<file path="src/rtl/matrix_mult_pkg.sv">
// Shared definitions for the parametrised matrix multiplier: FSM encoding,
// result width rule and flat-bus element offset helper.
package matrix_mult_pkg;

    typedef enum logic [1:0] {
        ST_IDLE = 2'd0,
        ST_MAC  = 2'd1,
        ST_DONE = 2'd2
    } state_t;

    // Full-precision width of an N-term dot product of ew-bit operands.
    function automatic int calc_rw(input int n, input int ew);
        return 2 * ew + ((n > 1) ? $clog2(n) : 0);
    endfunction

    function automatic int idx_w(input int n);
        return (n > 1) ? $clog2(n) : 1;
    endfunction

    function automatic int elem_off(input int r, input int c, input int n, input int w);
        return (r * n + c) * w;
    endfunction

endpackage

</file>
<file path="src/rtl/matrix_mac_unit.sv">
// Combinational multiply-accumulate: sum = base + a*b, modulo 2^RW.
// Zero latency; no flow control.
module matrix_mac_unit #(
    parameter int EW = 3,
    parameter int RW = 7
) (
    input  logic [EW-1:0] a,
    input  logic [EW-1:0] b,
    input  logic [RW-1:0] base,
    output logic [RW-1:0] sum
);

    logic [2*EW-1:0] prod;

    always_comb begin
        prod = {{EW{1'b0}}, a} * {{EW{1'b0}}, b};
        sum  = base + RW'(prod);
    end

endmodule

</file>
<file path="src/rtl/matrix_multiplier_param.sv">
// N x N unsigned matrix multiply (optionally accumulating into the last result) on one shared MAC.
// Latency N^3 + 1 cycles from accepted start to done; starts outside IDLE are dropped.
module matrix_multiplier_param
    import matrix_mult_pkg::*;
#(
    parameter int  N  = 2,
    parameter int  EW = 3,
    parameter int  CW = 4,
    localparam int RW = calc_rw(N, EW)
) (
    input  logic                clock,
    input  logic                reset,
    input  logic                start,
    input  logic                acc_mode,
    input  logic [N*N*EW-1:0]   matrix_a,
    input  logic [N*N*EW-1:0]   matrix_b,
    output logic                busy,
    output logic                done,
    output logic [N*N*RW-1:0]   matrix_result,
    output logic [CW-1:0]       matrix_count
);

    localparam int              IW   = idx_w(N);
    localparam int              AW   = N * N * EW;
    localparam int              CRW  = N * N * RW;
    localparam logic [IW-1:0]   LAST = IW'(N - 1);

    state_t          state;
    state_t          state_nxt;

    logic [AW-1:0]   a_q;
    logic [AW-1:0]   b_q;
    logic            acc_mode_q;

    logic [IW-1:0]   i_idx;
    logic [IW-1:0]   j_idx;
    logic [IW-1:0]   k_idx;
    logic            k_last;
    logic            last_term;

    logic [EW-1:0]   a_el;
    logic [EW-1:0]   b_el;
    logic [RW-1:0]   acc;
    logic [RW-1:0]   base;
    logic [RW-1:0]   sum;
    logic [CRW-1:0]  working;
    logic [CRW-1:0]  working_nxt;

    always_comb begin
        k_last    = (k_idx == LAST);
        last_term = k_last && (j_idx == LAST) && (i_idx == LAST);
        a_el      = a_q[elem_off(int'(i_idx), int'(k_idx), N, EW) +: EW];
        b_el      = b_q[elem_off(int'(k_idx), int'(j_idx), N, EW) +: EW];
    end

    // First term of each dot product seeds from the previous result (accumulate) or zero.
    always_comb begin
        base = acc;
        if (k_idx == '0) begin
            if (acc_mode_q) begin
                base = matrix_result[elem_off(int'(i_idx), int'(j_idx), N, RW) +: RW];
            end else begin
                base = '0;
            end
        end
    end

    matrix_mac_unit #(
        .EW (EW),
        .RW (RW)
    ) u_mac (
        .a    (a_el),
        .b    (b_el),
        .base (base),
        .sum  (sum)
    );

    always_comb begin
        working_nxt = working;
        if (state == ST_MAC && k_last) begin
            working_nxt[elem_off(int'(i_idx), int'(j_idx), N, RW) +: RW] = sum;
        end
    end

    always_ff @(posedge clock) begin
        if (reset) begin
            state <= ST_IDLE;
        end else begin
            state <= state_nxt;
        end
    end

    always_comb begin
        state_nxt = state;
        case (state)
            ST_IDLE: if (start) state_nxt = ST_MAC;
            ST_MAC:  if (last_term) state_nxt = ST_DONE;
            ST_DONE: state_nxt = ST_IDLE;
            default: state_nxt = ST_IDLE;
        endcase
    end

    always_comb begin
        busy = (state == ST_MAC);
        done = (state == ST_DONE);
    end

    always_ff @(posedge clock) begin
        if (reset) begin
            a_q           <= '0;
            b_q           <= '0;
            acc_mode_q    <= 1'b0;
            i_idx         <= '0;
            j_idx         <= '0;
            k_idx         <= '0;
            acc           <= '0;
            working       <= '0;
            matrix_result <= '0;
            matrix_count  <= '0;
        end else begin
            case (state)
                ST_IDLE: begin
                    if (start) begin
                        a_q        <= matrix_a;
                        b_q        <= matrix_b;
                        acc_mode_q <= acc_mode;
                        i_idx      <= '0;
                        j_idx      <= '0;
                        k_idx      <= '0;
                        acc        <= '0;
                    end
                end
                ST_MAC: begin
                    acc     <= sum;
                    working <= working_nxt;
                    // k runs fastest, then j, then i.
                    if (k_last) begin
                        k_idx <= '0;
                        if (j_idx == LAST) begin
                            j_idx <= '0;
                            i_idx <= (i_idx == LAST) ? '0 : i_idx + IW'(1);
                        end else begin
                            j_idx <= j_idx + IW'(1);
                        end
                    end else begin
                        k_idx <= k_idx + IW'(1);
                    end
                    // Result is published only once complete, so it never shows partial sums.
                    if (last_term) begin
                        matrix_result <= working_nxt;
                        matrix_count  <= matrix_count + CW'(1);
                    end
                end
                default: begin
                end
            endcase
        end
    end

endmodule

</file>
<file path="config.mk">
export PLATFORM = sky130hd
export DESIGN_NAME = matrix_multiplier_param
export DESIGN_NICKNAME = d
export VERILOG_FILES = /design/src/rtl/matrix_mult_pkg.sv /design/src/rtl/matrix_mac_unit.sv /design/src/rtl/matrix_multiplier_param.sv
export SDC_FILE = /design/constraint.sdc
export NUM_CORES = 1
export LEC_CHECK = 0
export CAP_MARGIN = 15
export CORE_MARGIN = 2
export CORE_UTILIZATION = 39
export CTS_BUF_LIST = sky130_fd_sc_hd__clkbuf_8
export CTS_CLUSTER_DIAMETER = 80
export CTS_CLUSTER_SIZE = 16
export DETAILED_ROUTE_END_ITERATION = 7
export GPL_ROUTABILITY_DRIVEN = 0
export SLEW_MARGIN = 20
export SYNTH_ARGS = -nofsm -noshare
export SYNTH_HDL_FRONTEND = slang
export SYNTH_SLANG_ARGS = --single-unit
</file>
<file path="constraint.sdc">
create_clock -name clock -period 3.6 [get_ports clock]
set_input_delay 0.54 -clock clock [delete_from_list [all_inputs] [get_ports clock]]
set_output_delay 0.54 -clock clock [all_outputs]
set_load 0.02 [all_outputs]
</file>
Yosys cells after proc, flatten, opt, wreduce, memory -nomap -nowiden --
Index checks and enable logic that the tools add are counted.
Storage, ports and cells: flip-flop bits (word level) 97, logic and storage cells 65
Operators by class: $add $sub $neg 9, multipliers 4, equal/unequal tests 6, shift operators 5, muxes and demuxes 19, reduce and logical (&&, ||, !) cells 11
Operators with widths (number):
- negator 6 -> 33 bit | 1
- variable shift 7 x 33 -> 28 bit (first input constant) | 1
- variable part select 7 x 33 -> 28 bit | 1
- variable part select 28 x 32 -> 7 bit | 1
- bitwise mux 28 bit | 1
- two-way mux 28 bit | 1
- variable part select 12 x 6 -> 3 bit | 2
- two-way mux 7 bit | 3
- one-hot mux 7 bit (2 select lines) | 1
- multiplier 3 x 2 -> 5 bit (second input constant) | 2
- adder 2 x 1 -> 3 bit | 3
- AND reduction 2 bit | 4
- adder 7 x 6 -> 7 bit | 1
- two-way mux 1 bit | 7
- multiplier 3 x 3 -> 6 bit | 1
- multiplier 3 x 3 -> 6 bit (second input constant) | 1
- inequality test 2 x 1 -> 1 bit (second input constant) | 3
- one-hot mux 1 bit (2 select lines) | 3
- adder 4 x 1 -> 4 bit (second input constant) | 1
- two-way mux 2 bit | 2
- one-hot mux 2 bit (2 select lines) | 1
- AND reduction 4 bit | 1
- adder 1 bit (second input constant) | 3
- logical AND 1 bit | 3
- 6 further kinds | 6

Logic depth before layout (Yosys ltp) --
depth after elaboration 9, mapped depth 13, mapped depth without buffers 12

Cells and area by module --
From an unflattened synthesis, not the netlist that was laid out.
Unflattened totals: cells, all modules 485, area, all modules 4505.6 sq um
By module, submodules not included:
- matrix_multiplier_param | instances 1, cells an instance 436, area an instance 4096.4 sq um
- matrix_mac_unit | instances 1, cells an instance 49, area an instance 409.1 sq um

Least setup slack after synthesis --
Ideal clock, no wire load.
path type register -> register, from reg k_idx, to reg matrix_result[12], library setup time 0.134 ns, arrival time 3.401 ns, path slack 0.065 ns, cell stages (with the launch flop) 14, cells stage by stage dfxtp_1 -> clkbuf_1 -> mux4_2 -> and2_1 -> ha_1 -> inv_1 -> fa_1 -> inv_1 -> ha_1 -> nor2b_1 -> o21a_1 -> or3_1 -> a32oi_1 -> a211oi_1
On the way: word-level cells in the longest chain between the ends 8, elaborated cells on any way between the ends 16
RTL lines:
- start, declared | line matrix_multiplier_param.sv:37 | logic [IW-1:0] k_idx;
- start signal, assigned | line matrix_multiplier_param.sv:146 | k_idx <= k_idx + IW'(1);
- adder 2 x 1 -> 3 bit | line matrix_mult_pkg.sv:21 | return (r * n + c) * w;
- multiplier 3 x 2 -> 5 bit | line matrix_mult_pkg.sv:21
- variable part select 12 x 6 -> 3 bit (on tied branches) | line matrix_multiplier_param.sv:52, matrix_multiplier_param.sv:53
- multiplier 3 x 3 -> 6 bit | line matrix_mac_unit.sv:16 | prod = {{EW{1'b0}}, a} * {{EW{1'b0}}, b};
- adder 7 x 6 -> 7 bit | line matrix_mac_unit.sv:17 | sum = base + RW'(prod);
- variable part select 7 x 33 -> 28 bit | line matrix_multiplier_param.sv:81 | working_nxt[elem_off(int'(i_idx), int'(j_idx), N, RW) +: RW] = sum;
- bitwise mux 28 bit | line matrix_multiplier_param.sv:81
- two-way mux 28 bit | line matrix_multiplier_param.sv:80 | if (state == ST_MAC && k_last) begin
- end signal, assigned | line matrix_multiplier_param.sv:150 | matrix_result <= working_nxt;
- end, declared | line matrix_multiplier_param.sv:19 | output logic [N*N*RW-1:0] matrix_result,
Parallel ways exist; a longest one is shown, timed or not. A chain may end at the register's enable or synchronous reset.

Worst setup path in the final report --
from reg k_idx, to reg matrix_result[26]
Same word-level chain as after synthesis.

==> results.md <==
* Yosys top cell by area: dfxtp_1
* Tmin final at 3.51 ns
* Final worst-path cycle share at 97.4%
* Async S/R FF share, synth at 0%
* Num CTS Buffers at 9
* Internal power at 1.55 mW
* Warnings, synthesis at 0
* Syn Std Cell Area at 4370 sq um
* Adder-Cell Fraction of Synth Area at 6.58%
* Clock share of power at 38.3%
* Global-route wire length before repair at 17600 um
* CTS tree: yes
* Final Hold Fails at 0
* Crit Path Max Fanout at 5
* Fillcell total at 1019
* Post-Layout Cell Count at 689
* F_max at 0.285 GHz
* Worst endpoint required time at 3.80 ns
* Utilization after layout at 50.0%
* WL final at 11100 um
* Largest family of logic cells by synthesized area: simple AND/OR/NAND/NOR gates
* Setup ws final at 0.0941 ns
* # IOs at 62
* Worst-Skew Late Latency at 0.36 ns
* Reg area at 1950 sq um
* DRT antenna net count at 0
* Switching Fraction at 24.0%
* PortBufs at 61
* Count leader, synth: dfxtp_1
* Multiplexer share of the synthesized area at 6.95%
* Share of layout cells above drive strength 1 at 13.7%
* Initial drt markers at 183
* Sequential cell area fraction in the yosys report at 44.4%
* DRC Markers at 0
* Die width at 110 um
* Setup WS pre-CTS at -0.216 ns
* Die height at 110 um
* Startpoint Class: flip-flop
* Buf/Inv on CP at 2
* FP Rows at 38
* Synth top cells by count: dfxtp_1, nand2_1, nor2_1, a21oi_1, a211oi_1
* Syn_nets at 542
* Clock tree buffer depth at 2
* Die ar. at 12100 sq um
* Fin area at 5450 sq um
* Vias in the first global route at 3410
* Clock Sinks at 97
* Clk_skew at 0.0126 ns
* Max-cap violation count at 0
* CP cell instances: mux4_2 -> and2_4 -> ha_1 -> inv_1 -> fa_1 -> inv_2 -> ha_4 -> nor2b_1 -> o21a_1 -> or3_4 -> a32oi_2 -> a211oi_2
* N_diodes at 0
* Area of the multi-input gates at 2330 sq um
* Max VDD drop at 268 uV
* Setup TNS Final at 0 ns
* Placed cell count at 671
* Max-slew headroom at 25.4%
* CP delay by family, top: adder cells
* Largest cells by area after synthesis: dfxtp_1, nand2_1, nor2_1
* Largest net degree at the start of global routing at 61
* Tot GR Track Use at 19.1%
* Via count at 3647
* Worst slew pin tran at 1.12 ns
* Min-Delay Path Class: reg -> reg
* Pleak at 1.91 nW
* Psw at 490 uW
* Final Max Tran Viols at 0
* Post-synthesis compound-gate area fraction at 16.7%
* Synth-to-layout area growth at 24.6%
* Slowest stage delay, CP at 0.55 ns
* Initial Util at 40.2%
* Setup Viol. Count Final at 0
* Initial antenna violation count at 0
* Element type at the critical path end: flip-flop
* XOR/XNOR Fraction of Synth Area at 1.37%
* Worst EP arrival at 3.70 ns
* Library cells used by synthesis at 44
* WL/cell at 16.1 um
* Synthesized instance count at 494
* CTS root buf: clkbuf_8
* Total power at 2.04 mW
* Core area at 10900 sq um
* Post-synth EDFFs at 0
* Critical-path top delay cell: mux4_2
* Sequential share of power at 54.2%
* Area share of the largest cell type after synthesis at 44.4%
* DP HPWL at 7730 um
* Status: complete, no violations
* DR vias/cell at 5.29
* Clk pin slew, worst setup/hold paths at 0.10 ns
* Mapped Avg Cell Area at 8.85 sq um
* Hold Slack at 0.467 ns
* Simple-Gate Fraction of Synth Area at 18.8%
* CP Class: reg -> reg
* Seq cells post-synth at 97
* Nets@finish at 592
* Comb pwr share at 7.5%
* TritonRoute pass-1 iters at 4
* Top_reg_cell synth: dfxtp_1
* Pwr Density at 375 nW/um^2
* Grt ovf at 0
* Area of placed instances at 5080 sq um
* H-Tree Depth at 3
==> worst min-delay path: cells and delay by family (launching register included) <==
kind	cells	cell delay, ns
AOI/OAI and AO/OA	1	0.05
DFF	1	0.32
and+or+nand+nor	1	0.05
==> cell families after synthesis <==
family | count (synthesis)
adders and majority gates | 20
buffers and inverters | 52
DFF | 97
AOI/OAI and AO/OA | 114
xor gates and xnor gates | 6
and+or+nand+nor | 192
muxes | 13
==> power by group through the flow <==
stage | combinational (mW) | clock, mW | sequential (mW)
global placement | 0.145 | 0 | 1.13
finish | 0.153 | 0.782 | 1.11
floorplan | 0.0904 | 0 | 1.12
detailed placement | 0.146 | 0 | 1.13
global route | 0.169 | 0.848 | 1.11
CTS | 0.148 | 0.798 | 1.11
==> what timing repair did <==
item,4_1_cts,5_1_grt
pin swaps,2,11
hold buffers,0,0
setup buffers,0,2
resized for setup,6,29
endpoints found under the hold margin,0,0
endpoints found under the setup margin,13,26
==> state kept, by name, indices dropped and copies added, names as in the netlist, 2 cells and up <==
signal and flops:
working 28, acc 7, b_q 12, matrix_result 28, matrix_count 4, a_q 12
state 2
==> worst paths after layout <==
check / start / endpoint / slack (ns) / cells after the start
worst max-delay path: k_idx$_SDFFE_PP0P_ / matrix_result[26]$_SDFFE_PP0P_ / 0.09 / 12
worst max register to register: k_idx$_SDFFE_PP0P_ / matrix_result[26]$_SDFFE_PP0P_ / 0.09 / 12
worst min-delay path: b_q[0]$_SDFFE_PP0P_ / b_q[0]$_SDFFE_PP0P_ / 0.47 / 2
worst min register to register: b_q[0]$_SDFFE_PP0P_ / b_q[0]$_SDFFE_PP0P_ / 0.47 / 2
==> metal layers <==
| metal | routed length [um] | part of all wire, % | vias to the layer above | GRT usage, % |
|---|---|---|---|---|
| li1 | - | - | 1821 | - |
| met1 | 5100 | 46 | 1745 | 25.8 |
| met2 | 5350 | 48 | 71 | 31.2 |
| met3 | 530 | 4.8 | 10 | 3.62 |
| met4 | 112 | 1.0 | 0 | 5.33 |
| met5 | 0 | 0 | - | 0 |
==> layout by cell type, fill, tap and decap left out, types with 2 or more instances in the layout <==
cell / count
dfxtp_1: 95
nand2_1: 73
nor2_1: 72
clkdlybuf4s50_1: 60
a21oi_1: 50
a211oi_1: 21
nor3_1: 17
mux4_2: 13
buf_4: 13
inv_1: 12
ha_1: 12
a22oi_1: 10
clkbuf_8: 9
nand3_1: 6
o21ai_0: 6
or3_1: 5
inv_2: 5
a211oi_2: 4
and2_1: 4
a22o_1: 4
fa_1: 4
a32oi_2: 3
o22ai_1: 3
nor2b_1: 3
xor2_1: 3
ha_4: 3
nand3b_1: 2
and2_4: 2
o21ai_2: 2
a211o_1: 2
bufinv_16: 2
inv_6: 2
dfxtp_4: 2
==> layout make-up <==
type	count	share of cell area, %
inverter	16	1.10
clock buffer	9	2.27
timing repair buffer	75	13.1
clock inverter	7	1.72
multi-input combinational	345	42.8
tap	140	3.21
sequential	97	35.8
No activity file was read; power rests on OpenSTA's default activity.
